`src/rtl/wb_lsu_master.sv`:
```
// rtl/wb_lsu_master.sv - Wishbone classic master for single load/store accesses.
// Checks alignment, drives one size-encoded cycle, returns extended load data or an error.
`ifndef WB_M2S
`define WB_M2S [70:0]
`endif
`ifndef WB_S2M
`define WB_S2M [32:0]
`endif

module wb_lsu_master #(
  parameter int unsigned TIMEOUT_CYCLES = 255
) (
  input  logic           i_clk,
  input  logic           i_rstn,
  input  logic           i_req,
  input  logic           i_we,
  input  logic [1:0]     i_size,
  input  logic           i_unsigned,
  input  logic [31:0]    i_addr,
  input  logic [31:0]    i_wdata,
  output logic           o_ready,
  output logic           o_done,
  output logic           o_err,
  output logic [1:0]     o_err_code,
  output logic [31:0]    o_rdata,
  output logic `WB_M2S   o_m2s_wb,
  input  logic `WB_S2M   i_s2m_wb
);

  typedef enum logic [1:0] {IDLE, BUS, DONE} state_t;

  localparam logic [15:0] CNT_LAST = 16'(TIMEOUT_CYCLES - 1);

  state_t      state_q;
  logic        cyc_q;
  logic        we_q;
  logic [1:0]  size_q;
  logic        uns_q;
  logic [31:0] addr_q;
  logic [31:0] data_q;
  logic [3:0]  sel_q;
  logic [15:0] cnt_q;
  logic        done_q;
  logic        err_q;
  logic [1:0]  code_q;
  logic [31:0] rdata_q;

  logic        ack;
  logic [31:0] bus_rdata;

  assign ack       = i_s2m_wb[0];
  assign bus_rdata = i_s2m_wb[32:1];

  function automatic logic misaligned(input logic [1:0] size, input logic [31:0] addr);
    return (size == 2'b11) || (size == 2'b01 && addr[0]) ||
           (size == 2'b10 && addr[1:0] != 2'b00);
  endfunction

  function automatic logic [3:0] size_sel(input logic [1:0] size);
    case (size)
      2'b00:   return 4'b0001;
      2'b01:   return 4'b0011;
      default: return 4'b1111;
    endcase
  endfunction

  function automatic logic [31:0] lane_mask(input logic [1:0] size, input logic [31:0] d);
    case (size)
      2'b00:   return {24'd0, d[7:0]};
      2'b01:   return {16'd0, d[15:0]};
      default: return d;
    endcase
  endfunction

  function automatic logic [31:0] extend(input logic [1:0] size, input logic uns,
                                         input logic [31:0] d);
    case (size)
      2'b00:   return {{24{~uns & d[7]}}, d[7:0]};
      2'b01:   return {{16{~uns & d[15]}}, d[15:0]};
      default: return d;
    endcase
  endfunction

  always_ff @(posedge i_clk or negedge i_rstn) begin
    if (!i_rstn) begin
      state_q <= IDLE;
      cyc_q   <= 1'b0;
      we_q    <= 1'b0;
      size_q  <= 2'b00;
      uns_q   <= 1'b0;
      addr_q  <= 32'd0;
      data_q  <= 32'd0;
      sel_q   <= 4'd0;
      cnt_q   <= 16'd0;
      done_q  <= 1'b0;
      err_q   <= 1'b0;
      code_q  <= 2'b00;
      rdata_q <= 32'd0;
    end else begin
      case (state_q)
        IDLE: begin
          if (i_req) begin
            we_q   <= i_we;
            size_q <= i_size;
            uns_q  <= i_unsigned;
            addr_q <= i_addr;
            data_q <= lane_mask(i_size, i_wdata);
            sel_q  <= size_sel(i_size);
            cnt_q  <= 16'd0;
            if (misaligned(i_size, i_addr)) begin
              // Rejected before any bus activity.
              state_q <= DONE;
              done_q  <= 1'b1;
              err_q   <= 1'b1;
              code_q  <= 2'b01;
              rdata_q <= 32'd0;
            end else begin
              state_q <= BUS;
              cyc_q   <= 1'b1;
            end
          end
        end
        BUS: begin
          // Ack is tested first so it wins over a simultaneous timeout.
          if (ack) begin
            state_q <= DONE;
            cyc_q   <= 1'b0;
            done_q  <= 1'b1;
            err_q   <= 1'b0;
            code_q  <= 2'b00;
            rdata_q <= we_q ? 32'd0 : extend(size_q, uns_q, bus_rdata);
          end else if (cnt_q == CNT_LAST) begin
            state_q <= DONE;
            cyc_q   <= 1'b0;
            done_q  <= 1'b1;
            err_q   <= 1'b1;
            code_q  <= 2'b10;
            rdata_q <= 32'd0;
          end else begin
            cnt_q <= cnt_q + 16'd1;
          end
        end
        DONE: begin
          state_q <= IDLE;
          done_q  <= 1'b0;
          err_q   <= 1'b0;
          code_q  <= 2'b00;
          rdata_q <= 32'd0;
        end
        default: begin
          state_q <= IDLE;
          cyc_q   <= 1'b0;
          done_q  <= 1'b0;
        end
      endcase
    end
  end

  assign o_ready    = (state_q == IDLE);
  assign o_done     = done_q;
  assign o_err      = err_q;
  assign o_err_code = code_q;
  assign o_rdata    = rdata_q;
  // {addr, data, sel, we, stb, cyc}; stb and cyc share one register.
  assign o_m2s_wb   = {addr_q, data_q, sel_q, we_q, cyc_q, cyc_q};

endmodule

```
`config.mk`:
```
export PLATFORM = sky130hd
export DESIGN_NAME = wb_lsu_master
export DESIGN_NICKNAME = d
export VERILOG_FILES = /design/src/rtl/wb_lsu_master.sv
export SDC_FILE = /design/constraint.sdc
export NUM_CORES = 1
export LEC_CHECK = 0
export ABC_AREA = 1
export BUFFER_PORTS_ARGS = -buffer_cell sky130_fd_sc_hd__buf_4
export CORE_ASPECT_RATIO = 0.75
export CORE_UTILIZATION = 54
export DETAILED_ROUTE_END_ITERATION = 8
export MAX_ROUTING_LAYER = met4
export PLACE_DENSITY = 0.86
export SETUP_SLACK_MARGIN = 0.15
export SLEW_MARGIN = 5
export SYNTH_ARGS = -nofsm -noshare
export SYNTH_HDL_FRONTEND = slang
export SYNTH_SLANG_ARGS = --single-unit
```
`constraint.sdc`:
```
create_clock -name i_clk -period 3.1 [get_ports i_clk]
set_input_delay 0.31 -clock i_clk [delete_from_list [all_inputs] [get_ports i_clk]]
set_output_delay 0.31 -clock i_clk [all_outputs]
set_load 0.05 [all_outputs]
```
=== Yosys cells after proc, flatten, opt, wreduce, memory -nomap -nowiden ===
Cells that the tools add are included.

* Add/subtract/negate cells: 1
* Equal/unequal tests: 13
* Mux-type cells: 34
* Bitwise gates (word level): 4
* Reductions and logical operators: 16

{| class="wikitable"
|+ Operators with widths
! kind !! count
|-
| 32-bit 2-to-1 mux || 5
|-
| 32-bit one-hot mux with 2 select lines || 2
|-
| 32-bit one-hot mux with 3 select lines || 1
|-
| 16-bit 2-to-1 mux || 3
|-
| 16-bit one-hot mux with 2 select lines || 1
|-
| 16-bit by 1-bit adder with 16-bit output (second input constant) || 1
|-
| 16-bit by 8-bit equality test with 1-bit output (second input constant) || 1
|-
| 2-bit 2-to-1 mux || 7
|-
| 4-bit AND reduction || 3
|-
| 1-bit 2-to-1 mux || 9
|-
| 2-bit != test (second input constant) || 4
|-
| 4-bit one-hot mux with 2 select lines || 1
|-
| 2-bit by 1-bit equality test with 1-bit output (second input constant) || 3
|-
| 2-bit equality test (second input constant) || 3
|-
| 2-bit zero test || 3
|-
| 1-bit one-hot mux with 3 select lines || 2
|-
| 2-bit one-hot mux with 3 select lines || 1
|-
| 2-bit one-hot mux with 2 select lines || 1
|-
| 2-bit AND reduction || 2
|-
| 2-bit nonzero test || 2
|-
| 3-bit != test (second input constant) || 1
|-
| 3-bit AND reduction || 1
|-
| 3-bit nonzero test || 1
|-
| 1-bit AND || 2
|-
| other kinds (5) || 8
|}

* Register bits: 127
* Output and inout bits: 108
* Logic and storage cells: 81

=== Depth between registers and ports, before layout ===
* Depth in word-level cells: 7
* Gate-level depth with buffers: 12
* Mapped depth without buffers: 11

=== Worst setup path after synthesis ===
Ideal clock, no wire load.

* Path kind: register -> register
* Start: reg state_q[0]
* End: reg size_q[1]
* Setup time: 0.137 ns
* Data arrival time: 1.841 ns
* Data required time: 2.963 ns
* Path slack: 1.122 ns
* Cell stages (with the launch flop): 8
* Path buffers: 2
* Cell sequence: dfrtp_1 inv_1 ha_1 buf_2 nand2_1 clkinv_1 clkbuf_1 o21ai_0

* Cells in the longest elaborated chain, start to end: 2

{| class="wikitable"
|+ RTL lines
! element !! line !! text
|-
| start: declaration || 34 || <nowiki>state_t state_q;</nowiki>
|-
| start signal: assignment || 86 || <nowiki>state_q <= IDLE;</nowiki>
|-
| start signal: assignment || 112 || <nowiki>state_q <= DONE;</nowiki>
|-
| start signal: assignment || 118 || <nowiki>state_q <= BUS;</nowiki>
|-
| 2-bit zero test || n/a ||
|-
| via o_ready || 21 || <nowiki>output logic o_ready,</nowiki>
|-
| 2-bit AND reduction (no source line) || n/a ||
|-
| end signal: assignment || 104 || <nowiki>size_q <= i_size;</nowiki>
|-
| end: declaration || 37 || <nowiki>logic [1:0] size_q;</nowiki>
|}

The timed path passes the listed nets, and every way through them passes these cells.
A chain may end at the register's enable or synchronous reset.

=== Worst setup path in the final report ===
* Start: reg state_q[0]
* End: reg rdata_q[2], in the netlist o_rdata[2]

* Cells in the longest elaborated chain, start to end: 3
* Elaborated cells between the ends (all ways): 9

{| class="wikitable"
|+ RTL lines
! element !! line !! text
|-
| 2-bit by 1-bit equality test with 1-bit output, or another cell as far along || 100 || <nowiki>case (state_q)</nowiki>
|-
| 3-bit != test (no source line), or another cell as far along || n/a ||
|-
| 4-bit AND reduction (no source line) || n/a ||
|-
| end signal: assignment || 131 || <nowiki>rdata_q <= we_q ? 32'd0 : extend(size_q, uns_q, bus_rdata);</nowiki>
|-
| end: declaration || 46 || <nowiki>logic [31:0] rdata_q;</nowiki>
|}

Several ways; a longest one is shown, not always the timed one.

==> impl_metrics.py <==
metrics = {
    "run_status": {
        "outcome": "completed",
    },
    "placed_design": {
        "place_area_um2": 7510,
        "gp_congestion": 0.928,
        "io_buffers": 211,
        "place_hpwl_mm": 11.2,
    },
    "grt": {
        "antenna_found_initial": 0,
        "grt.total_usage": 0.319,
        "grt_pass1_vias": 5494,
        "grt_start_max_net_pins": 88,
        "grt_first_pass_wirelength_mm": 26.8,
        "grt_overflow_total": 0,
    },
    "timing": {
        "finalCritPeriodShare": 0.764,
        "finalClockSkew_ps": 8.82,
        "worstMarginPinSlew_ps": 811,
        "slew-limit-headroom": 0.459,
        "max_freq_ghz": 0.422,
        "fin_setup_tns_ps": 0,
        "setup_violations": 0,
        "hold_viol": 0,
        "fin_crit_ps": 2370,
        "rsz0062_at_grt": "no",
        "slew_viol_final": 0,
    },
    "synth": {
        "yosysSeqAreaShare": 0.533,
        "synth_nets": 868,
        "yosys_register_bits": 126,
        "yosys_most_used_dff": "dfrtp_1",
        "synth_area_per_cell_um2": 7.81,
        "yosys.cell_types.count": 23,
        "postSynth.asyncResetShare": 1.00,
        "yosys_warnings": 0,
        "synth_cells": 758,
        "synth_edf_count": 0,
        "syn-cell-area_um2": 5920,
    },
    "pwr": {
        "seq_power_share": 0.283,
        "p_per_area_nw_per_um2": 1100,
        "p_switching_mw": 4.31,
        "leakagePower_nw": 4.45,
        "combPwrFrac": 0.491,
        "max-vdd-ir-drop_mv": 0.831,
        "power_frac_clock": 0.225,
        "internal-power_mw": 4.65,
        "p_sw_frac": 0.481,
    },
    "floorplan": {
        "core-area_um2": 10500,
        "die_h_um": 92.7,
        "die_width_um": 123,
        "initial_core_util": 0.566,
        "die_area_um2": 11400,
        "io_pins": 212,
        "std_cell_rows": 32,
    },
    "route": {
        "drtPass1Iterations": 5,
        "drc": 0,
        "finalWirelength_mm": 16.9,
        "drt-initial-drc-count": 612,
        "vias": 5842,
        "postRouteAntennaNets": 0,
        "viasPerCell": 5.30,
        "wl_per_cell_um": 15.4,
    },
    "clock_tree": {
        "clock_latency_ps": 410,
        "htreeDepth": 4,
        "cts_root_buf": "clkbuf_16",
        "clk_path_buf_depth": 2,
        "post_cts_resized": 0,
        "path_clk_slew_ps": 60,
        "numCtsBuffers": 17,
        "clock_sinks": 126,
        "cts_tree": "done",
    },
    "worst_setup_path": {
        "cp_cell_sequence": "inv_1 > ha_1 > inv_1 > nor2_1 > inv_2 > nand3_4 > nand2_1 > nand2_1",
        "r2r_start": "state_q[0]",
        "cp_slowest_stage_delay_ps": 520,
        "cp.required_ps": 3390,
        "worstPathArrival_ps": 2660,
        "critPathCaptureType": "register",
        "startpoint": "state_q[0]",
        "cp-start-kind": "register",
        "slowest_stage": "inv_2",
        "path_class": "register to register",
        "crit_fanout": 42,
    },
    "min_path": {
        "worstHoldStart": "i_wdata[2]",
        "hold_path_class": "input pin to register",
    },
    "finish": {
        "area_delta_synth_final_pct": 37.3,
        "seqCellArea_um2": 3150,
        "nFillCells": 718,
        "finalInstanceArea_um2": 8130,
        "nets": 1064,
        "layout_commonest_cell": "nand2_1",
        "multiInputGateArea_um2": 2350,
        "layout-drive-gt1-share": 0.271,
        "final_cell_mix": "nand2_1, buf_4, dfrtp_1",
        "diodes": 0,
    },
    "run": {
        "cap_violations": 0,
    },
}
-- flip-flops by register name (all words and copies together), names as in the netlist --
name	cells
addr_q	32
cnt_q	16
cyc_q	1
data_q	32
o_done	1
o_err	1
o_err_code	2
o_rdata	32
sel_q	3
size_q	2
state_q	2
uns_q	1
we_q	1
-- synth_stat cells, types with 3 or more instances --
library cell	n	area share
nand2_1	319	0.20
dfrtp_1	126	0.53
nor2_1	78	0.049
o21ai_0	44	0.037
inv_1	43	0.027
nand4_1	42	0.044
nand3_1	30	0.025
clkbuf_1	17	0.011
buf_2	15	0.013
a21oi_1	8	0.0068
buf_4	7	0.0089
ha_1	6	0.013
inv_2	5	0.0032
or2_2	4	0.0042
buf_6	3	0.0057
-- cell type report --
class,instances,share of cell area
Clock buffer,22,0.0571
Timing Repair Buffer,219,0.204
Multi-Input combinational cell,540,0.290
Sequential cell,126,0.388
Inverter,50,0.0231
Tap cell,136,0.0209
Clock inverter,10,0.0169
-- metal layers --
layer / GRT usage / share of wire / up-vias
li1: - / - / 2781
met1: 0.405 / 0.41 / 2718
met2: 0.484 / 0.46 / 305
met3: 0.0948 / 0.10 / 38
met4: 0.121 / 0.025 / 0
met5: - / 0 / -
-- through the flow --
step | std cells | setup slack, ps | total power [mW] | hold WS, ps | utilization
floorplan | 758 | 1120 | 5.58 | 14.4 | -
global placement | 1070 | 930 | 6.82 | 388 | 0.719
detailed placement | 1070 | 834 | 6.90 | 391 | 0.719
CTS | 1103 | 796 | 8.96 | 83.0 | 0.778
global route | 1103 | 569 | 9.38 | 85.4 | 0.778
finish | 1103 | 730 | 8.96 | 87.7 | 0.778
-- kinds of logic after synthesis --
| kind of cell | synth area share |
|---|---|
| flip-flops | 0.533 |
| buffers and inverters | 0.0698 |
| AND/OR/NAND/NOR | 0.333 |
| XOR/XNOR | 0.00444 |
| adder cells (fa/ha/maj) | 0.0127 |
| AO/OA/AOI/OAI | 0.0476 |
-- what timing repair did --
| action | CTS | global route |
|---|---|---|
| hold endpoints to repair | 52 | 0 |
| hold buffers | 1 | 0 |
| setup buffers | 0 | 0 |
-- power by group through the flow --
stage	Sequential, mW	Combinational [mW]	Clock [mW]
final	2.54	4.40	2.02
after global routing	2.60	4.68	2.10
after CTS	2.53	4.40	2.03
after detailed placement	2.52	4.37	0
after global placement	2.53	4.29	0
after floorplan	4.23	1.35	0
-- worst max-delay path: cells and delay by family, from the launching register on --
kind          cells  cell delay (ps)
simple gates      4              810
buf+inv           3              690
flops             1              390
fa+ha+maj         1              330
-- path summary, 6_finish.rpt --
kind	cells after the start	slack [ps]	end
max	8	730	o_rdata[2]
min reg2reg	2	470	o_rdata[12]
max reg2reg	8	730	o_rdata[2]
min	3	90	data_q[2]
min in group asynchronous	2	480	o_rdata[1]
max in group asynchronous	3	1780	cnt_q[14]
No activity file was read; power rests on OpenSTA's default activity.
